==> src/rtl/am2940_pkg.sv <==
// Shared encodings for the Am2940 DMA address/word-count datapath.
package am2940_pkg;

    localparam logic [2:0] INSTR_REINIT    = 3'd4;
    localparam logic [2:0] INSTR_LOAD_ADDR = 3'd5;
    localparam logic [2:0] INSTR_LOAD_WC   = 3'd6;
    localparam logic [2:0] INSTR_ENABLE    = 3'd7;

    localparam logic [1:0] MODE_WC_ZERO  = 2'b00;
    localparam logic [1:0] MODE_WC_CMP   = 2'b01;
    localparam logic [1:0] MODE_ADDR_CMP = 2'b10;
    localparam logic [1:0] MODE_WC_CARRY = 2'b11;

    localparam int unsigned CR_DIR = 2;

endpackage

==> src/rtl/am2940_updown_counter.sv <==
// Loadable modulo-2^WIDTH up/down counter; load has priority over count, otherwise holds.
module am2940_updown_counter #(
    parameter int unsigned WIDTH = 4
) (
    input  logic             clk_i,
    input  logic             rst_ni,
    input  logic             load_i,
    input  logic [WIDTH-1:0] load_val_i,
    input  logic             en_i,
    input  logic             down_i,
    output logic [WIDTH-1:0] q_o
);

    logic [WIDTH-1:0] cnt_q, cnt_d;

    always_comb begin
        cnt_d = cnt_q;
        if (load_i) begin
            cnt_d = load_val_i;
        end else if (en_i) begin
            cnt_d = down_i ? cnt_q - 1'b1 : cnt_q + 1'b1;
        end
    end

    always_ff @(posedge clk_i) begin
        if (!rst_ni) begin
            cnt_q <= '0;
        end else begin
            cnt_q <= cnt_d;
        end
    end

    assign q_o = cnt_q;

endmodule

==> src/rtl/am2940_counter_unit.sv <==
// Am2940 address/word-count registers and counters with mode-dependent DONE decode.
module am2940_counter_unit
    import am2940_pkg::*;
#(
    parameter int unsigned WIDTH = 4
) (
    input  logic             clk,
    input  logic             rst_n,
    input  logic [2:0]       instr,
    input  logic [WIDTH-1:0] di,
    input  logic [2:0]       cr,
    input  logic             acen,
    input  logic             wcen,
    output logic [WIDTH-1:0] addr,
    output logic [WIDTH-1:0] wc,
    output logic             done
);

    logic [1:0]       mode;
    logic [WIDTH-1:0] addr_reg_q, addr_reg_d;
    logic [WIDTH-1:0] wc_reg_q, wc_reg_d;
    logic [WIDTH-1:0] addr_cnt, wc_cnt;

    logic             addr_load, addr_en;
    logic [WIDTH-1:0] addr_load_val;
    logic             wc_load, wc_en, wc_down;
    logic [WIDTH-1:0] wc_load_val;
    logic             count_ok;

    assign mode = cr[1:0];

    always_comb begin
        unique case (mode)
            MODE_WC_ZERO:  done = (wc_cnt == '0);
            MODE_WC_CMP:   done = (wc_cnt == wc_reg_q);
            MODE_ADDR_CMP: done = (addr_cnt == wc_reg_q);
            MODE_WC_CARRY: done = (wc_cnt == '1);
            default:       done = 1'b0;
        endcase
    end

    // Counting stops at the terminal condition so the counters never overrun.
    assign count_ok = (instr == INSTR_ENABLE) && !done;

    always_comb begin
        addr_reg_d    = addr_reg_q;
        wc_reg_d      = wc_reg_q;
        addr_load     = 1'b0;
        addr_load_val = addr_reg_q;
        wc_load       = 1'b0;
        wc_load_val   = wc_reg_q;
        unique case (instr)
            INSTR_REINIT: begin
                addr_load   = 1'b1;
                wc_load     = 1'b1;
                wc_load_val = (mode == MODE_WC_CMP) ? '0 : wc_reg_q;
            end
            INSTR_LOAD_ADDR: begin
                addr_reg_d    = di;
                addr_load     = 1'b1;
                addr_load_val = di;
            end
            INSTR_LOAD_WC: begin
                wc_reg_d    = di;
                wc_load     = 1'b1;
                wc_load_val = (mode == MODE_WC_CMP) ? '0 : di;
            end
            default: ;
        endcase
    end

    assign addr_en = count_ok && acen;
    assign wc_en   = count_ok && wcen && (mode != MODE_ADDR_CMP);
    assign wc_down = (mode == MODE_WC_ZERO);

    always_ff @(posedge clk) begin
        if (!rst_n) begin
            addr_reg_q <= '0;
            wc_reg_q   <= '0;
        end else begin
            addr_reg_q <= addr_reg_d;
            wc_reg_q   <= wc_reg_d;
        end
    end

    am2940_updown_counter #(
        .WIDTH (WIDTH)
    ) u_addr_cnt (
        .clk_i      (clk),
        .rst_ni     (rst_n),
        .load_i     (addr_load),
        .load_val_i (addr_load_val),
        .en_i       (addr_en),
        .down_i     (cr[CR_DIR]),
        .q_o        (addr_cnt)
    );

    am2940_updown_counter #(
        .WIDTH (WIDTH)
    ) u_wc_cnt (
        .clk_i      (clk),
        .rst_ni     (rst_n),
        .load_i     (wc_load),
        .load_val_i (wc_load_val),
        .en_i       (wc_en),
        .down_i     (wc_down),
        .q_o        (wc_cnt)
    );

    assign addr = addr_cnt;
    assign wc   = wc_cnt;

endmodule

==> config.mk <==
export PLATFORM = sky130hd
export DESIGN_NAME = am2940_counter_unit
export DESIGN_NICKNAME = d
export VERILOG_FILES = /design/src/rtl/am2940_pkg.sv /design/src/rtl/am2940_updown_counter.sv /design/src/rtl/am2940_counter_unit.sv
export SDC_FILE = /design/constraint.sdc
export NUM_CORES = 1
export LEC_CHECK = 0
export ABC_AREA = 1
export CAP_MARGIN = 20
export CORE_MARGIN = 2
export CORE_UTILIZATION = 32
export DETAILED_ROUTE_END_ITERATION = 16
export GPL_TIMING_DRIVEN = 0
export PLACE_DENSITY = 0.53
export SYNTH_ARGS = -nofsm -noshare
export SYNTH_HDL_FRONTEND = slang
export SYNTH_HIERARCHICAL = 1
export SYNTH_SLANG_ARGS = --single-unit
export TNS_END_PERCENT = 20
==> constraint.sdc <==
create_clock -name clk -period 2.5 [get_ports clk]
set_input_delay 0.625 -clock clk [delete_from_list [all_inputs] [get_ports clk]]
set_output_delay 0.625 -clock clk [all_outputs]
set_load 0.05 [all_outputs]
# After elaboration in Yosys (flattened, before gate mapping)
# Cells that the tools add are included.
# Widths: inputs -> output; s select.
dict set report word_totals {
  ff_bits 16
  input_bits 14
  output_inout_bits 9
  elab_cells 43
}
dict set report op_classes {
  add_sub_neg 4
  eq_ne 11
  n_mux 13
  n_reduce_logical 11
}
# cell count
set op_table {}
lappend op_table {{$mux 4} 9}
lappend op_table {{$eq 3x3->1 const B} 4}
lappend op_table {{$add 4x1->4 const B} 2}
lappend op_table {{$eq 4x4->1} 2}
lappend op_table {{$pmux 4 s2} 1}
lappend op_table {{$sub 4x1->4 const B} 2}
lappend op_table {{$eq 2x2->1 const B} 2}
lappend op_table {{$eq 4x4->1 const B} 1}
lappend op_table {{$logic_and 1x1->1} 4}
lappend op_table {{$logic_not 4->1} 1}
lappend op_table {{$pmux 1 s4} 1}
lappend op_table {{$reduce_bool 2->1} 2}
lappend op_table {{$reduce_or 2->1} 2}
lappend op_table {{$eq 2x1->1 const B} 1}
lappend op_table {{$logic_not 2->1} 1}
lappend op_table {{$mux 1} 2}
lappend op_table {{$ne 2x2->1 const B} 1}
lappend op_table {{$logic_not 1->1} 1}

# Logic depth before layout (Yosys ltp)
# Gate-level depths: netlist of run 1.
dict set report logic_depth {
  word_depth 8
  depth_mapped 15
  ltp_nobuf 15
}

# Modules after synthesis
# Netlist of run 1, hierarchy kept.
# mod instances cells_per_inst area_each_um2 seq_area_each_um2
set modules_own_cells {}
lappend modules_own_cells {am2940_counter_unit 1 120 683.2 160.2}
lappend modules_own_cells {am2940_updown_counter 2 47 314.1 80.1}

# Worst setup path before layout of run 1
# Ideal clock, no wire load.
dict set report synth_path {
  kind {reg-to-output}
  startpoint {reg u_addr_cnt.cnt_q[1], in the netlist u_addr_cnt/q_o[1]}
  endpoint {out done}
  arrival_time_ns 1.434
  required_ns 1.875
  path_slack_ns 0.441
  stages_incl_launch_ff 9
  path_buffers 0
  path_cell_list {dfxtp_1 > inv_1 > nand2_1 > nand2_1 > nor2_1 > nand3_1 > nand2_1 > inv_1 > nand2_1}
}
dict set report synth_between {
  elab_chain_cells 2
}
# item line_no
set synth_rtl {}
lappend synth_rtl {{start, declared} am2940_updown_counter.sv:14} ;# logic [WIDTH-1:0] cnt_q, cnt_d;
lappend synth_rtl {{start signal, assigned} am2940_updown_counter.sv:29} ;# cnt_q <= cnt_d;
lappend synth_rtl {{$eq 4x4->1} am2940_counter_unit.sv:36} ;# MODE_ADDR_CMP: done = (addr_cnt == wc_reg_q);
lappend synth_rtl {{$pmux 1 s4} am2940_counter_unit.sv:33} ;# unique case (mode)
lappend synth_rtl {{end, declared} am2940_counter_unit.sv:16} ;# output logic done
# Every way passes these cells.

# Worst setup path in the final report of run 1
dict set report layout_path {
  startpoint {in cr[0]}
  endpoint {out done}
}
dict set report layout_between {
  elab_chain_cells 2
  elab_cells_between_ends 5
  classes_between {eq/ne (3); mux (1); reduce/logical (1)}
}
# item line_no
set layout_rtl {}
lappend layout_rtl {{start, declared} am2940_counter_unit.sv:11} ;# input logic [2:0] cr,
lappend layout_rtl {{$eq 2x2->1 (tied with other cells)} am2940_counter_unit.sv:33}
lappend layout_rtl {{$pmux 1 s4 (*)} am2940_counter_unit.sv:33}
# Mark *: on every way between the ends. The rest lies on a longest branch, timed or not.

==> flow_summary.ini, run 1 <==
[cts]
post-cts-setup-buffers = 0
clkSlewWorstSetupHoldPaths_ps = 70
insertion_delay_ps = 250
htreeDepth = 1
clockBufferDepth = 2
root_buffer = clkbuf_8
cts_tree = built
cts_made_buffers = 3
clock_sink_count = 16

[global_route]
grt_usage = 0.150
overflow = 0
grt_pass1_wl_um = 5290
grt_antenna_before_repair = 0
grt_pass1_vias = 1211
grt_start_max_net_pins = 14

[cells_and_area]
area_growth_pct = 25.6
fin_nets = 261
drive_above_1_share = 0.117
final_common_cell = nand2_1
fillers = 450
antennaDiodeCount = 0
layout_common_cells = nand2_1 (64), inv_1 (43), clkdlybuf4s50_1 (19), dfxtp_1 (16), nand3_1 (15)

[die]
start_util = 0.330
die_y_um = 68.0
fp.dieW_um = 68.0
placementRows = 23
core_mm2 = 0.00397
num_io_pins = 23
dieArea_mm2 = 0.00463

[routing]
drt-initial-drc-count = 71
route.detailed.drc = 0
wl_met3_um = 148
wl_per_cell_um = 10.8
postRouteAntennaNets = 0
met1_length_um = 1610
finalWirelength_um = 3130
first_pass_iters = 4
viasPerCell = 4.49
wl_met2_um = 1330
num_vias = 1301
highest_layer = met4

[timing]
timing.fmax_mhz = 429
hold_ws_ps = 469
worst_clock_skew_ps = 3.14
setup_violations = 0
max-slew-margin-rel = 0.671
period_minus_slack_ps = 2330
report.final.slew_viol_count = 0
hold_viol_final = 0
rsz0062_at_grt = no
worst_slew_pin_slew_ps = 493
fin_ws_ps = 170
min_period_over_period = 0.932

[synthesis]
ys_ff_latch = 16
yosys_warnings = 6
synth_cells = 214
ys_seq_area_frac = 0.244
synth.cell_area_mm2 = 0.00131
syn_area_per_cell_um2 = 6.13
yosysUniqueCellTypes = 25
synth_nets = 234

[run]
cap_violations = 0

[critical_path]
rr_endpoint = u_wc_cnt/q_o[1]$_SDFFE_PN0P_
path_max_fanout = 8
endpoint_kind = output port
worstSetupPathType = in -> out
regToRegSetupSlack_ps = 780
required_ps = 1880
cp.arrival_ps = 1700
r2r-start = wc_reg_q[1]$_SDFFE_PN0P_
rr_worst_depth = 15
startpoint_type = input port

[placement]
hpwl_um = 2410
portBuffers = 22
place_ws_ps = -701
place.gp.congestion = 0.769

[hold_path]
hold_end = wc_reg_q[3]$_SDFFE_PN0P_
min_path_type = reg -> reg
hp-start = wc_reg_q[3]$_SDFFE_PN0P_
hold_depth = 2

[power_and_ir_drop]
p_per_area_mw_per_mm2 = 417
ir_worst_vdd_v = 0.000281
p_leak_nw = 0.761

[outcome]
outcome = finished, final reports clean
routing by layer:
| metal | track usage | vias to the layer above |
|---|---|---|
| met2 | 0.239 | 25 |
| met4 | 0.0525 | 0 |
| met3 | 0.0197 | 4 |
| met5 | 0 | - |
| li1 | - | 712 |
| met1 | 0.208 | 560 |
cells by family after synthesis:
kind of cell | share of synthesized area
AO/OA/AOI/OAI | 0.137
XOR/XNOR | 0.0200
adder cells (fa/ha/maj) | 0.0687
buffers and inverters | 0.140
flip-flops | 0.244
AND/OR/NAND/NOR | 0.389
how the worst max path moves through the flow:
stage	from	to	slack, ps	cells after the start
2_1_floorplan	u_addr_cnt/q_o[1]$_SDFFE_PN0P_	done	440	8
5_1_grt	cr[1]	done	70	9
6_report	cr[0]	done	170	9
4_1_cts	cr[1]	done	170	9
3_3_place_gp	cr[0]	done	-740	7
3_5_place_dp	cr[0]	done	-700	7
per-stage QoR:
| step | power, mW | setup TNS [ps] | std cells | utilization | area, µm² |
|---|---|---|---|---|---|
| after floorplan | 0.398 | 0 | 214 | - | 1310 |
| after global placement | 0.458 | -789 | 286 | 0.401 | 1590 |
| after detailed placement | 0.458 | -701 | 286 | 0.401 | 1590 |
| after CTS | 0.694 | 0 | 290 | 0.415 | 1650 |
| after global routing | 0.729 | 0 | 290 | 0.415 | 1650 |
| final | 0.686 | 0 | 290 | 0.415 | 1650 |
report_power, final:
group	internal [mW]	total (mW)	switching [mW]
logic	0.0690	0.177	0.108
registers	0.264	0.274	0.00934
clock network	0.140	0.236	0.0961
total	0.473	0.686	0.213
synth_stat cells (all sizes together):
cell / n / area [µm²]
o21ai: 9 / 45.0
fa: 2 / 40.0
a22oi: 2 / 15.0
or2: 6 / 37.5
ha: 4 / 50.1
a31oi: 2 / 12.5
buf: 1 / 11.3
a211oi: 4 / 40.0
nor2: 20 / 92.6
nand2: 67 / 259
xnor2: 3 / 26.3
nand4: 1 / 6.26
inv: 46 / 173
nand3: 19 / 115
a21oi: 12 / 67.6
dfxtp: 16 / 320
registers in the layout (all words and copies together) (netlist names):
name,cells
wc_reg_q,4
addr_reg_q,4
u_addr_cnt/q_o,4
u_wc_cnt/q_o,4
final cells by class:
class / count / area [µm²] / area share
clock buffer: 4 / 55.1 / 0.0334
buffer: 1 / 11.3 / 0.00684
tap: 50 / 62.6 / 0.0380
sequential: 16 / 320 / 0.195
inverter: 46 / 173 / 0.105
timing repair buffer: 22 / 215 / 0.131
multi-input combinational: 151 / 810 / 0.492
worst max-delay path: stages:
cell,delay (ps)
dlygate4sd2_1,290
nand2_2,150
nand2_1,60
nand2_1,50
nand2_1,40
nor2_1,110
nand3_1,100
nand2_1,80
buf_4,190
timing repair:
item / 4_1_cts / 5_1_grt
gates resized for setup: 9 / 0
endpoints found under the hold margin: 0 / 0
hold buffers: 0 / 0
setup endpoints to repair: 1 / 0
No activity file was read; power rests on OpenSTA's default activity.
==> run 2: changes to the inputs <==
--- a/config.mk
+++ b/config.mk
@@ -11,6 +11,7 @@
 export CORE_UTILIZATION = 32
 export DETAILED_ROUTE_END_ITERATION = 16
 export GPL_TIMING_DRIVEN = 0
+export HOLD_SLACK_MARGIN = 0.05
 export PLACE_DENSITY = 0.53
 export SYNTH_ARGS = -nofsm -noshare
 export SYNTH_HDL_FRONTEND = slang
==> results of run 2 <==
No change in the layout: final DEF, timing and power equal those of run 1.
